[src/rtl/video_pkg.sv]
// Shared video types for the quad-view HDMI scheduler: pixel format,
// quadrant indices and scheduler states.
package video_pkg;
  typedef logic [15:0] rgb565_t;

  typedef enum logic [1:0] {
    Q_TL = 2'd0,
    Q_TR = 2'd1,
    Q_BL = 2'd2,
    Q_BR = 2'd3
  } quad_t;

  typedef enum logic {
    WAIT_VS,
    ACTIVE
  } sched_state_t;

  localparam rgb565_t FILL_COLOR_DEFAULT = 16'h0000;
endpackage

[src/rtl/hdmi_quad_scheduler_if.sv]
// Video-driver, camera-FIFO and status signals of the quad scheduler.
interface hdmi_quad_scheduler_if #(
  parameter int CNT_W = 11,
  parameter int UF_W  = 16
);
  logic               video_vs;
  logic               data_req;
  logic [CNT_W-1:0]   h_disp;
  logic [CNT_W-1:0]   v_disp;
  logic [3:0]         cam_en;
  logic [63:0]        fifo_dout;
  logic [3:0]         fifo_empty;
  logic [3:0]         fifo_rd_en;
  logic               frame_start;
  logic [15:0]        data_out;
  logic               uf_clr;
  logic [4*UF_W-1:0]  uf_cnt;

  modport master (
    output video_vs, data_req, h_disp, v_disp, cam_en, fifo_dout, fifo_empty, uf_clr,
    input  fifo_rd_en, frame_start, data_out, uf_cnt
  );

  modport slave (
    input  video_vs, data_req, h_disp, v_disp, cam_en, fifo_dout, fifo_empty, uf_clr,
    output fifo_rd_en, frame_start, data_out, uf_cnt
  );
endinterface

[src/rtl/hdmi_pos_tracker.sv]
// Screen-position tracker: frame/line edge detection, x/y counters,
// latched half sizes and the WAIT_VS/ACTIVE state machine.
module hdmi_pos_tracker
  import video_pkg::*;
#(
  parameter int CNT_W = 11
) (
  input  logic             clk_i,
  input  logic             rst_i,
  input  logic             vs_i,
  input  logic             req_i,
  input  logic [CNT_W-1:0] h_disp_i,
  input  logic [CNT_W-1:0] v_disp_i,
  output logic             serve_o,
  output quad_t            quad_o,
  output logic             frame_start_o
);
  sched_state_t     state_q, state_d;
  logic             vs_d_q, req_d_q, frame_start_q;
  logic [CNT_W-1:0] x_q, x_d, y_q, y_d;
  logic [CNT_W-1:0] half_w_q, half_w_d, half_h_q, half_h_d, x_max_q, x_max_d;
  logic [CNT_W-1:0] x_eff, y_eff;
  logic             vs_rise, req_fall, active;

  assign vs_rise       = vs_i & ~vs_d_q;
  assign req_fall      = req_d_q & ~req_i;
  assign frame_start_o = frame_start_q;

  // A vs edge takes effect in its own cycle, so a coincident request is
  // served as pixel (0,0) using the freshly latched sizes.
  always_comb begin
    state_d  = state_q;
    half_w_d = half_w_q;
    half_h_d = half_h_q;
    x_max_d  = x_max_q;
    x_eff    = x_q;
    y_eff    = y_q;
    if (vs_rise) begin
      state_d  = ACTIVE;
      half_w_d = h_disp_i >> 1;
      half_h_d = v_disp_i >> 1;
      x_max_d  = h_disp_i - CNT_W'(1);
      x_eff    = '0;
      y_eff    = '0;
    end
    active  = (state_d == ACTIVE);
    serve_o = active & req_i;
    quad_o  = quad_t'({y_eff >= half_h_d, x_eff >= half_w_d});
    x_d     = x_eff;
    y_d     = y_eff;
    if (active) begin
      if (req_i) begin
        if (x_eff != x_max_d) x_d = x_eff + CNT_W'(1);
      end else if (req_fall && !vs_rise) begin
        x_d = '0;
        if (y_eff != '1) y_d = y_eff + CNT_W'(1);
      end
    end
  end

  always_ff @(posedge clk_i or posedge rst_i) begin
    if (rst_i) begin
      state_q       <= WAIT_VS;
      vs_d_q        <= 1'b0;
      req_d_q       <= 1'b0;
      frame_start_q <= 1'b0;
      x_q           <= '0;
      y_q           <= '0;
      half_w_q      <= '0;
      half_h_q      <= '0;
      x_max_q       <= '0;
    end else begin
      state_q       <= state_d;
      vs_d_q        <= vs_i;
      req_d_q       <= req_i;
      frame_start_q <= vs_rise;
      x_q           <= x_d;
      y_q           <= y_d;
      half_w_q      <= half_w_d;
      half_h_q      <= half_h_d;
      x_max_q       <= x_max_d;
    end
  end
endmodule

[src/rtl/hdmi_quad_scheduler.sv]
// 2x2 quad-view scheduler: muxes four camera FIFOs onto the HDMI pixel
// stream by screen position, substituting fill colour and counting underflows.
module hdmi_quad_scheduler
  import video_pkg::*;
#(
  parameter int      CNT_W      = 11,
  parameter int      UF_W       = 16,
  parameter rgb565_t FILL_COLOR = FILL_COLOR_DEFAULT
) (
  input logic                  pixel_clk,
  input logic                  sys_rst,
  hdmi_quad_scheduler_if.slave bus
);
  logic        serve, frame_start;
  quad_t       quad;
  logic [1:0]  qi;
  logic        cam_ok, cam_empty;
  logic [3:0]  rd_en;
  rgb565_t     pix, data_q, data_d;
  logic [UF_W-1:0] uf_q [4];
  logic [UF_W-1:0] uf_d [4];

  hdmi_pos_tracker #(.CNT_W(CNT_W)) u_pos (
    .clk_i         (pixel_clk),
    .rst_i         (sys_rst),
    .vs_i          (bus.video_vs),
    .req_i         (bus.data_req),
    .h_disp_i      (bus.h_disp),
    .v_disp_i      (bus.v_disp),
    .serve_o       (serve),
    .quad_o        (quad),
    .frame_start_o (frame_start)
  );

  assign qi = quad;

  always_comb begin
    cam_ok    = bus.cam_en[qi];
    cam_empty = bus.fifo_empty[qi];
    pix       = bus.fifo_dout[{qi, 4'b0000} +: 16];
    rd_en     = '0;
    data_d    = data_q;
    uf_d      = uf_q;
    if (serve) begin
      if (cam_ok && !cam_empty) begin
        rd_en[qi] = 1'b1;
        data_d    = pix;
      end else begin
        data_d = FILL_COLOR;
      end
      if (cam_ok && cam_empty && uf_q[qi] != '1) uf_d[qi] = uf_q[qi] + UF_W'(1);
    end
    // Clear wins over a same-cycle increment.
    if (bus.uf_clr) begin
      for (int unsigned i = 0; i < 4; i++) uf_d[i] = '0;
    end
  end

  always_ff @(posedge pixel_clk or posedge sys_rst) begin
    if (sys_rst) begin
      data_q <= FILL_COLOR;
      for (int unsigned i = 0; i < 4; i++) uf_q[i] <= '0;
    end else begin
      data_q <= data_d;
      uf_q   <= uf_d;
    end
  end

  always_comb begin
    bus.uf_cnt = '0;
    for (int unsigned i = 0; i < 4; i++) bus.uf_cnt[UF_W*i +: UF_W] = uf_q[i];
  end

  assign bus.fifo_rd_en  = rd_en;
  assign bus.data_out    = data_q;
  assign bus.frame_start = frame_start;
endmodule
[src/flat_wrapper.sv]
// flat-port wrapper written by rule: the top's interface ports become plain ports
module hdmi_quad_scheduler_flat import video_pkg::*;
#(
  parameter int      CNT_W      = 11,
  parameter int      UF_W       = 16,
  parameter rgb565_t FILL_COLOR = FILL_COLOR_DEFAULT
)
  (pixel_clk, sys_rst, bus_video_vs, bus_data_req, bus_h_disp, bus_v_disp, bus_cam_en, bus_fifo_dout, bus_fifo_empty, bus_uf_clr, bus_fifo_rd_en, bus_frame_start, bus_data_out, bus_uf_cnt);
  hdmi_quad_scheduler_if #(.CNT_W(CNT_W), .UF_W(UF_W)) bus_i ();
  input logic pixel_clk;
  input logic sys_rst;
  input wire logic [$bits(bus_i.video_vs)-1:0] bus_video_vs;
  input wire logic [$bits(bus_i.data_req)-1:0] bus_data_req;
  input wire logic [$bits(bus_i.h_disp)-1:0] bus_h_disp;
  input wire logic [$bits(bus_i.v_disp)-1:0] bus_v_disp;
  input wire logic [$bits(bus_i.cam_en)-1:0] bus_cam_en;
  input wire logic [$bits(bus_i.fifo_dout)-1:0] bus_fifo_dout;
  input wire logic [$bits(bus_i.fifo_empty)-1:0] bus_fifo_empty;
  input wire logic [$bits(bus_i.uf_clr)-1:0] bus_uf_clr;
  output wire logic [$bits(bus_i.fifo_rd_en)-1:0] bus_fifo_rd_en;
  output wire logic [$bits(bus_i.frame_start)-1:0] bus_frame_start;
  output wire logic [$bits(bus_i.data_out)-1:0] bus_data_out;
  output wire logic [$bits(bus_i.uf_cnt)-1:0] bus_uf_cnt;
  assign bus_i.video_vs = bus_video_vs;
  assign bus_i.data_req = bus_data_req;
  assign bus_i.h_disp = bus_h_disp;
  assign bus_i.v_disp = bus_v_disp;
  assign bus_i.cam_en = bus_cam_en;
  assign bus_i.fifo_dout = bus_fifo_dout;
  assign bus_i.fifo_empty = bus_fifo_empty;
  assign bus_i.uf_clr = bus_uf_clr;
  assign bus_fifo_rd_en = bus_i.fifo_rd_en;
  assign bus_frame_start = bus_i.frame_start;
  assign bus_data_out = bus_i.data_out;
  assign bus_uf_cnt = bus_i.uf_cnt;
  hdmi_quad_scheduler #(.CNT_W(CNT_W), .UF_W(UF_W), .FILL_COLOR(FILL_COLOR)) u_core (.pixel_clk(pixel_clk), .sys_rst(sys_rst), .bus(bus_i));
endmodule
[config.mk]
export PLATFORM = sky130hd
export DESIGN_NAME = hdmi_quad_scheduler_flat
export DESIGN_NICKNAME = d
export VERILOG_FILES = /design/src/rtl/video_pkg.sv /design/src/rtl/hdmi_quad_scheduler_if.sv /design/src/rtl/hdmi_pos_tracker.sv /design/src/rtl/hdmi_quad_scheduler.sv /design/src/flat_wrapper.sv
export SDC_FILE = /design/constraint.sdc
export NUM_CORES = 1
export LEC_CHECK = 0
export ABC_AREA = 1
export CORE_MARGIN = 2
export CORE_UTILIZATION = 35
export CTS_CLUSTER_DIAMETER = 100
export DETAILED_ROUTE_END_ITERATION = 16
export GPL_TIMING_DRIVEN = 0
export MAX_ROUTING_LAYER = met4
export PLACE_DENSITY = 0.67
export SLEW_MARGIN = 20
export SYNTH_ARGS = -nofsm -noshare
export SYNTH_HDL_FRONTEND = slang
export SYNTH_SLANG_ARGS = --single-unit
[constraint.sdc]
create_clock -name pixel_clk -period 22.4 [get_ports pixel_clk]
set_input_delay 6.72 -clock pixel_clk [delete_from_list [all_inputs] [get_ports pixel_clk]]
set_output_delay 6.72 -clock pixel_clk [all_outputs]
set_load 0.03 [all_outputs]
## Word level (Yosys, flattened, before mapping)

Index checks and enable logic that the tools add are counted.
Widths: inputs -> output; s select.

| operators by class | value |
|---|---|
| multipliers | 0 |
| bitwise logic cells | 6 |
| equal/unequal tests | 3 |
| magnitude comparators | 6 |
| muxes and demuxes | 32 |
| $add $sub $neg | 4 |
| shift-type cells | 1 |
| divide/modulo/power cells | 0 |
| reductions and logical operators | 11 |

Operators by type and width:

| cell | count |
|---|---|
| $mux 64 | 3 |
| $mux 11 | 13 |
| $bwmux 64 | 1 |
| $mux 16 | 4 |
| $shiftx 64x7->16 | 1 |
| $bmux 16 s2 | 1 |
| $demux 16 s2 | 1 |
| $add 11x1->11 const B | 2 |
| $ge 11x11->1 | 2 |
| $add 16x1->16 const B | 1 |
| $ne 16x16->1 const B | 1 |
| $ne 11x11->1 | 1 |
| $ne 11x11->1 const B | 1 |
| $sub 11x1->11 const B | 1 |
| $mux 4 | 2 |
| $logic_and 1x1->1 | 6 |
| $bmux 1 s2 | 2 |
| $mux 1 | 4 |
| $reduce_bool 2->1 | 2 |
| $and 1x1->1 | 3 |
| $ge 3x3->1 const B | 1 |
| $lt 2x3->1 const B | 1 |
| $lt 3x1->1 const B | 1 |
| $not 2->3 | 1 |
| 5 further kinds | 7 |

| storage, ports and cells | value |
|---|---|
| input port bits | 99 |
| word-level logic and storage cells | 77 |
| ROM bits | 0 |
| latch bits | 0 |
| register bits after elaboration | 139 |
| memories kept | 0 |
| output and inout port bits | 85 |
| bits in writable memories | 0 |

## Longest topological paths before layout

Gate-level depths: netlist of run 1.

| logic depth | value |
|---|---|
| depth after elaboration | 13 |
| gate-level depth with buffers | 34 |
| depth with buffers taken out | 30 |

## By module

A second synthesis of run 1 with hierarchy kept.

| unflattened totals | value |
|---|---|
| cells, all modules | 1,232 |
| area, all modules | 8,933.6 um^2 |

Modules (own cells, without submodules):

| module | cells an instance | area each (um^2) | sequential area each (um^2) | instances |
|---|---|---|---|---|
| hdmi_quad_scheduler | 661 | 4,830.9 | 2,001.9 | 1 |
| hdmi_pos_tracker | 571 | 4,102.7 | 1,476.4 | 1 |

## Worst setup path after synthesis of run 1

OpenSTA, ideal clock, no wires.

| timing path | value |
|---|---|
| path type | input to output |
| from | in bus_video_vs |
| to | out bus_fifo_rd_en[0] |
| stages on the path | 21 |
| slack | 5.140 ns |
| buffers on the path | 6 |
| data required time | 15.680 ns |
| arrival time | 10.540 ns |
| cell sequence | nand2_2 -> buf_6 -> inv_1 -> clkbuf_1 -> clkbuf_1 -> clkbuf_1 -> nor2_1 -> or2_2 -> ha_1 -> nand4_1 -> a21oi_4 -> nand2_8 -> nand2_8 -> buf_6 -> nor2_4 -> nand2_1 -> nand3_1 -> a21oi_1 -> nand3_1 -> clkbuf_1 -> nor3_1 |

| between the ends | value |
|---|---|
| cells in the longest elaborated chain, start to end | 9 |
| elaborated cells between the ends (all ways) | 22 |

Ends and longest elaborated chain:

| what | line | source |
|---|---|---|
| from (decl) | flat_wrapper.sv:12 | `input wire logic [$bits(bus_i.video_vs)-1:0] bus_video_vs;` |
| $and 1x1->1 * | hdmi_pos_tracker.sv:25 | `assign vs_rise = vs_i & ~vs_d_q;` |
| named net u_core.u_pos.vs_rise | hdmi_pos_tracker.sv:23 | `logic vs_rise, req_fall, active;` |
| $mux 11 | hdmi_pos_tracker.sv:38 | `if (vs_rise) begin` |
| $ge 11x11->1 | hdmi_pos_tracker.sv:48 | `quad_o = quad_t'({y_eff >= half_h_d, x_eff >= half_w_d});` |
| $lt 2x3->1 (not written as such), or another cell as far along | hdmi_quad_scheduler.sv:46 | `rd_en[qi] = 1'b1;` |
| $logic_and 1x1->1 (not written as such) / $mux 1 (equally long branches) | hdmi_quad_scheduler.sv:46, hdmi_quad_scheduler.sv:39 |  |
| $mux 1 (not written as such) / $logic_not 1->1 (equally long branches) | hdmi_quad_scheduler.sv:46, hdmi_quad_scheduler.sv:45 |  |
| $demux 1 s2 / $logic_and 1x1->1 (equally long branches) | -- |  |
| $mux 4 | hdmi_quad_scheduler.sv:45 | `if (cam_ok && !cam_empty) begin` |
| $mux 4 * | hdmi_quad_scheduler.sv:44 | `if (serve) begin` |
| to (decl) | flat_wrapper.sv:20 | `output wire logic [$bits(bus_i.fifo_rd_en)-1:0] bus_fifo_rd_en;` |

The timed path passes the listed nets; every way through them passes the cells marked *. The select of a mux whose other input is x is not followed.

## Worst setup path after layout of run 1

| timing path | value |
|---|---|
| from | in bus_video_vs |
| to | out bus_fifo_rd_en[1] |

The elaborated chain is that of the path after synthesis.

==> metrics.md, run 1 <==
| Metric | Value |
|---|---|
| Outcome | completed |
| Crit-path max FO | 10 |
| # setup viols final | 0 |
| CTS root buf | clkbuf_16 |
| Post-route setup slack | 3070 ps |
| Die H | 163 um |
| Dpl hpwl | 22.4 mm |
| Syn Nets | between 1000 and 1500 |
| Pre-CTS setup slack | about 3000 ps |
| Gr usage total | 0.234 |
| Number of diodes | 0 |
| Hold Violations, Final | 0 |
| Tmin final | 19330 ps |
| Clock Skew | roughly 15 ps |
| Commonest non-fill, non-tap cell in the layout | nand2_1 |
| Post-synth EDFFs | 0 |
| First-pass GRT wire length | 46.9 mm |
| Hold crit path type | reg2reg |
| Post-Route Setup TNS | 0 ps |
| CP endpoint kind | primary output |
| GRT overflow | 0 |
| Max-slew violation count | 0 |
| Slew HR | 0.546 |
| Synth Register Bits | 139 |
| Peak VDD IR | 0.0441 mV |
| Post-CTS setup buffers | 0 |
| Setup CP Type | in2out |
| Ys Warns | 0 |
| Final Wtd Congestion | 0.919 |
| Latest clock arrival within the worst-skew pair | 430 ps |
| Detailed-route via count | 8795 |
| Max-Cap Viols | 0 |
| Register area share after synthesis | 0.392 |
| CTS tree | built |
| Initial DRT Pass Iterations | 6 |
| Vias per cell | 5.06 |
| Initial Utilization | 0.355 |
| Largest net degree at the start of global routing | 76 |
| Resize count post-CTS | 0 |
| Final Power | 0.674 mW |
| Mapped Cells | 1193 |
| CP arrival | 12610 ps |
| Post-Syn Area | 8880 um^2 |
| Final WL | 29.5 mm |
| Total die area | 26700 um^2 |
| Wire per inst | 17.0 um |
| Number of global-route vias before repair | 8743 |
| Async set-or-reset flop fraction in the synthesized netlist | 1.00 |
| Core Area | 25000 um^2 |
| Distinct cell type count after synthesis | 45 |
| Initial antenna violation count | 0 |
| Fillers | 2473 |
| Transition time of the tightest slew-check pin | 674 ps |
| Iter 0 DRT Violations | between 700 and 800 |
| PwrDens | 57.4 nW/um^2 |
| IO Pins | 184 |
| Static leakage | 5.55 nW |
| # nets final | 1519 |
| Syn avg cell area | ~7.4 um^2 |
| Worst setup SP type | input pin |
| Unrepaired setup endpoints after global routing | no |
| Peak Freq | roughly 0.052 GHz |
| Port buffer count | 182 |
| WP data required | ~16000 ps |
| Row count | 58 |
| H-tree levels | 4 |
| CTS Buf Count | 17 |
| Fin crit share | 0.863 |
| Layout cells sized above 1 | 0.0717 |
| Post-synth top flop | dfrtp_1 |
| Die width | 163 um |
| DRC viols | 0 |
| Cts hold-fix bufs | 0 |
| Clock Sinks | 139 |
| Area Growth Syn to Fin | 32.2% |
| Most frequent cells in the layout | nand2_1 (322), clkdlybuf4s50_1 (182), inv_1 (159), dfrtp_1 (139), nand3_1 (121) |
| Worst-case clock buffer depth | 2 |
| Worst-path clk slew | ~60 ps |
| Antenna violation net count after detailed routing | 0 |
[state kept, by name, indices dropped and copies added, names as in the netlist]
| register | flops |
|---|---|
| u_core.bus.uf_cnt | 64 |
| u_core.bus.data_out | 16 |
| u_core.u_pos.half_h_q | 11 |
| u_core.u_pos.half_w_q | 11 |
| u_core.u_pos.x_max_q | 11 |
| u_core.u_pos.x_q | 11 |
| u_core.u_pos.y_q | 11 |
| u_core.u_pos.frame_start_o | 1 |
| u_core.u_pos.req_d_q | 1 |
| u_core.u_pos.state_q | 1 |
| u_core.u_pos.vs_d_q | 1 |
[layout make-up]
cell class                 count  area [um^2]  area share
buffer                        58          342      0.0291
clock buffer                  19          453      0.0386
clock inverter                13          139      0.0118
inverter                     161          612      0.0521
multi-input combinational    835         4450       0.379
sequential                   139         3480       0.296
tap                          330          413      0.0352
timing repair buffer         183         1850       0.158
[worst max-delay path, cell delays in order]
cell and delay (ps):
clkdlybuf4s50_1 490, nand2_2 90, buf_6 150, inv_1 110, clkbuf_1 510, clkbuf_1 490
clkbuf_1 450, nor2_1 70, or2_2 300, ha_1 200, a21oi_1 150, o21a_1 150
buf_2 280, a21boi_1 370, nor2_1 110, nand2_1 70, nand3_1 80, a21oi_1 420
nand3_1 150, clkbuf_1 290, nor3_1 220, clkdlybuf4s50_1 710
[per-layer routing]
layer  GRT usage  vias to the layer above  routed length (um)
met5           -                        -                   0
met4      0.0736                        0                 605
met3      0.0340                       46                1730
met2       0.375                      332               14100
met1       0.307                     4120               13100
li1            -                     4297                   -
[cells by family (layout without fill, tap and decap cells)]
group | after synthesis | in the layout | synth area share
DFF | 139 | 139 | 0.392
and+or+nand+nor | 619 | 619 | 0.327
adders and majority gates | 25 | 25 | 0.0352
AOI/OAI and AO/OA | 171 | 171 | 0.119
buffers and inverters | 219 | 434 | 0.107
xor gates and xnor gates | 20 | 20 | 0.0197
[stage by stage]
stage	util	hold WS, ps	cell area, um^2	std cells
floorplan	-	437	8880	1193
global placement	0.444	454	11100	1705
detailed placement	0.445	455	11100	1706
CTS	0.469	470	11700	1738
global route	0.469	507	11700	1738
finish	0.469	471	11700	1738
[path summary, 6_finish.rpt]
path | start | endpoint | slack [ps] | cells past startpoint
max in group asynchronous | sys_rst | u_core.bus.data_out[5] | 14940 | 3
setup reg to reg | u_core.u_pos.vs_d_q | u_core.bus.uf_cnt[38] | 16430 | 25
hold / removal | u_core.u_pos.half_w_q[10] | u_core.u_pos.half_w_q[10] | 470 | 2
hold reg to reg | u_core.u_pos.half_w_q[10] | u_core.u_pos.half_w_q[10] | 470 | 2
setup / recovery | bus_video_vs | bus_fifo_rd_en[1] | 3070 | 22
min in group asynchronous | sys_rst | u_core.bus.uf_cnt[20] | 6720 | 2
[report_power, final]
| group | internal (mW) | total, mW | switching [mW] |
|---|---|---|---|
| logic | 0.0475 | 0.118 | 0.0704 |
| registers | 0.264 | 0.269 | 0.00509 |
| clock network | 0.171 | 0.287 | 0.117 |
[Yosys cell counts, types with 5 or more instances]
cell type  instances  area share
nor2_1            84       0.036
o21a_1             5      0.0042
buf_4              6      0.0051
ha_1              25       0.035
buf_6             12       0.015
nand3b_1          23       0.019
dfrtp_1          139        0.39
nor3_1             9      0.0051
clkbuf_1          29       0.012
xor2_1            16       0.016
nand2_2            6      0.0042
a221oi_1          16       0.016
nand3_1          121       0.068
a22o_1            16       0.016
a21oi_1           13      0.0073
o21ai_1           26       0.015
nor2_2             6      0.0042
nand2_1          322        0.14
buf_2              6      0.0034
o21ai_0           73       0.041
o211ai_1           8      0.0068
or2_2             10      0.0070
inv_1            160       0.068
nand4_1           18       0.013
(Power assumes the default switching activity.)
==> run 2, diff against run 1 <==
RECOVER_POWER = 100   (was not set)
==> run 2 against run 1 <==
The run now ends with max-capacitance violations, max-slew violations left. Utilization fell by 0.57 points. Non-clock buffer count unchanged. Cell count about the same. Design area is 1.2% lower. Clock skew down 1.1 ps. Power fell by 0.41%. Combinational power is essentially flat. Critical path type unchanged.
==> metrics.md, run 2 (synthesis results as in run 1) <==
| Metric | Value |
|---|---|
| Flop pwr share | 0.400 (about the same) |
| PwrDens | 57.9 nW/um^2 (+0.81%) |
| Psw | 0.192 mW (-0.27%) |
| CTS tree | built |
| Cts hold-fix bufs | 0 (unchanged) |
| Pint | 0.479 mW (-0.47%) |
| Most frequent cells in the layout | nand2_1 (324), inv_1 (159), dfrtp_1 (139), nand3_1 (126), o21ai_0 (96) |
| DRC viols | 0 (unchanged) |
| # setup viols final | 0 (unchanged) |
| Tmin final | 20260 ps (+936 ps) |
| Clock Skew | 14.2 ps (-1.08 ps) |
| CTS Buf Count | 17 (unchanged) |
| Fin crit share | 0.905 (+0.0418) |
| Setup CP Type | in2out |
| Final WL | 29.7 mm (+0.46%) |
| Port buffer count | 182 (unchanged) |
| Die H | 163 um (unchanged) |
| Outcome | finished, violations left |
| Wire per inst | 17.1 um (+0.40%) |
| H-tree levels | 4 (unchanged) |
| GRT overflow | 0 (unchanged) |
| Antenna violation net count after detailed routing | 0 (unchanged) |
| First-pass GRT wire length | 46.9 mm (unchanged) |
| Worst-case clock buffer depth | 2 (unchanged) |
| Area Growth Syn to Fin | 30.6% |
| Sw frac | 0.286 (+0.000414) |
| Post-CTS setup buffers | 0 (unchanged) |
| Initial DRT Pass Iterations | 6 (unchanged) |
| Latest clock arrival within the worst-skew pair | 430 ps (about the same) |
| WHS Path Cells | 2 (unchanged) |
| Final Power | 0.671 mW (-0.41%) |
| Non-filler cells, final | 1739 (+0.058%) |
| Vias per cell | 5.08 (+0.42%) |
| Gr usage total | 0.234 (unchanged) |
| Iter 0 DRT Violations | 751 (+4.2%) |
| WP data required | 15680 ps (about the same) |
| Worst-path clk slew | 60 ps (about the same) |
| Max-slew violation count | 142 (+142) |
| Total die area | 26700 um^2 (unchanged) |
| R2R Path Start | u_core.u_pos.vs_d_q |
| Hold Crit Start | u_core.u_pos.half_w_q[10] |
| Peak VDD IR | 0.0435 mV (-1.4%) |
| Register area | 3480 um^2 (unchanged) |
| Commonest non-fill, non-tap cell in the layout | nand2_1 |
| CTS root buf | clkbuf_16 |
| Area of the multi-input gates | 4370 um^2 (-1.8%) |
| Initial Utilization | 0.355 (unchanged) |
| Final Wtd Congestion | 0.919 (unchanged) |
| Hold Violations, Final | 0 (unchanged) |
| Hold crit path type | reg2reg |
| Post-route setup slack | 2140 ps (-936 ps) |
| Resize count post-CTS | 0 (unchanged) |
| Combinational group share of total power | 0.171 (-0.004) |
| Die width | 163 um (unchanged) |
| Layout cells sized above 1 | 0.0589 (-0.0128) |
| Max reg flops | 64 (unchanged) |
| Final core utilization | 0.463 (-0.00570) |
| Reg-to-reg slack, setup | 15150 ps (-1280 ps) |
| Initial antenna violation count | 1 (+1) |
| Slew HR | -1.70 (-2.25) |
| Clk pwr share | 0.429 (+0.003) |
| CP arrival | 13540 ps (+930 ps) |
| Unrepaired setup endpoints after global routing | no |
| Clock Sinks | 139 (unchanged) |
| Worst setup SP type | input pin |
| IO Pins | 184 (unchanged) |
| Peak Freq | 0.0494 GHz (-4.6%) |
| Transition time of the tightest slew-check pin | 4060 ps (+3380 ps) |
| Hold Worst Slack | 471 ps (+0.00500 ps) |
| CP endpoint kind | primary output |
| Placed insts | 1706 (unchanged) |
| Post-route cell area | 11600 um^2 (-1.2%) |
| Critical Path Start | bus_video_vs |
| Dpl hpwl | 22.4 mm (unchanged) |
| Row count | 58 (unchanged) |
| Pre-CTS setup slack | 3000 ps (unchanged) |
| RR Endpoint | u_core.bus.uf_cnt[24] |
| Detailed-route via count | 8837 (+0.48%) |
| # nets final | 1519 (unchanged) |
| Critical path destination | bus_fifo_rd_en[2] |
| Largest net degree at the start of global routing | 76 (unchanged) |
| Max-Cap Viols | 2 (+2) |
| Reg2Reg Depth | 26 (+4.0%) |
| Failing checks | max-capacitance violations, max-slew violations |
| Number of global-route vias before repair | 8743 (unchanged) |
| Post-Route Setup TNS | 0 ps (unchanged) |
| Placed cell area | 11100 um^2 (unchanged) |
| Static leakage | 5.79 nW (+4.2%) |
| Core Area | 25000 um^2 (unchanged) |
| Fillers | 2497 (+0.97%) |
| Crit-path max FO | 10 (unchanged) |
run 2: cell count changes in the layout (fill, tap and decap cells not counted), moves of 2 or more:
cell,change
o21ai_0,+23
buf_1,-2
dlygate4sd3_1,+88
buf_2,-2
nand3_4,-4
o21ai_1,-23
buf_6,-3
nand3_1,+5
buf_4,-2
clkdlybuf4s50_1,-88
nand2_1,+2
clkbuf_1,+11
run 2: worst min-delay path by stage:
stage,end,slack [ps]
finish,u_core.u_pos.half_w_q[10],470
global route,u_core.u_pos.half_h_q[10],510
CTS,u_core.u_pos.half_w_q[10],470
detailed placement,u_core.u_pos.half_w_q[10],460
global placement,u_core.u_pos.half_h_q[10],450
floorplan,u_core.u_pos.half_h_q[10],440
run 2: area by class of cell:
type                    instances  share of cell area
repair buffers                183               0.157
inverters                     161              0.0522
multi-input cells             835               0.377
clock buffers                  19              0.0391
clock inverters                13              0.0120
diodes                          1            0.000216
flip-flops and latches        139               0.300
plain buffers                  58              0.0263
well taps                     330              0.0356
run 2: worst max-delay path, stage by stage:
cell           delay [ps]
dlygate4sd3_1         540
nand2_1               100
clkbuf_1              290
inv_1                 210
clkbuf_1              530
clkbuf_1              490
clkbuf_1              450
nor2_1                 70
or2_2                 300
ha_1                  200
a21oi_1               150
o21a_1                150
clkbuf_1              510
a21boi_0              490
nor2_1                120
clkbuf_1              390
nand2_1               170
nand4_1               220
nand3_1               170
clkbuf_1              420
nor3_1                 90
dlygate4sd3_1         720
run 2: per-layer routing:
metal  share of wire  global-route usage  vias to the layer above
met5               0                   -                        -
met3           0.058              0.0340                       51
met4           0.021              0.0736                        0
li1                -                   -                     4290
met1            0.44               0.307                     4168
met2            0.48               0.375                      328
run 2: power groups by stage:
stage	Sequential [mW]	Clock [mW]	Combinational (mW)
floorplan	0.278	0	0.0639
CTS	0.269	0.292	0.118
global route	0.270	0.302	0.128
global placement	0.273	0	0.115
finish	0.269	0.288	0.115
detailed placement	0.273	0	0.118
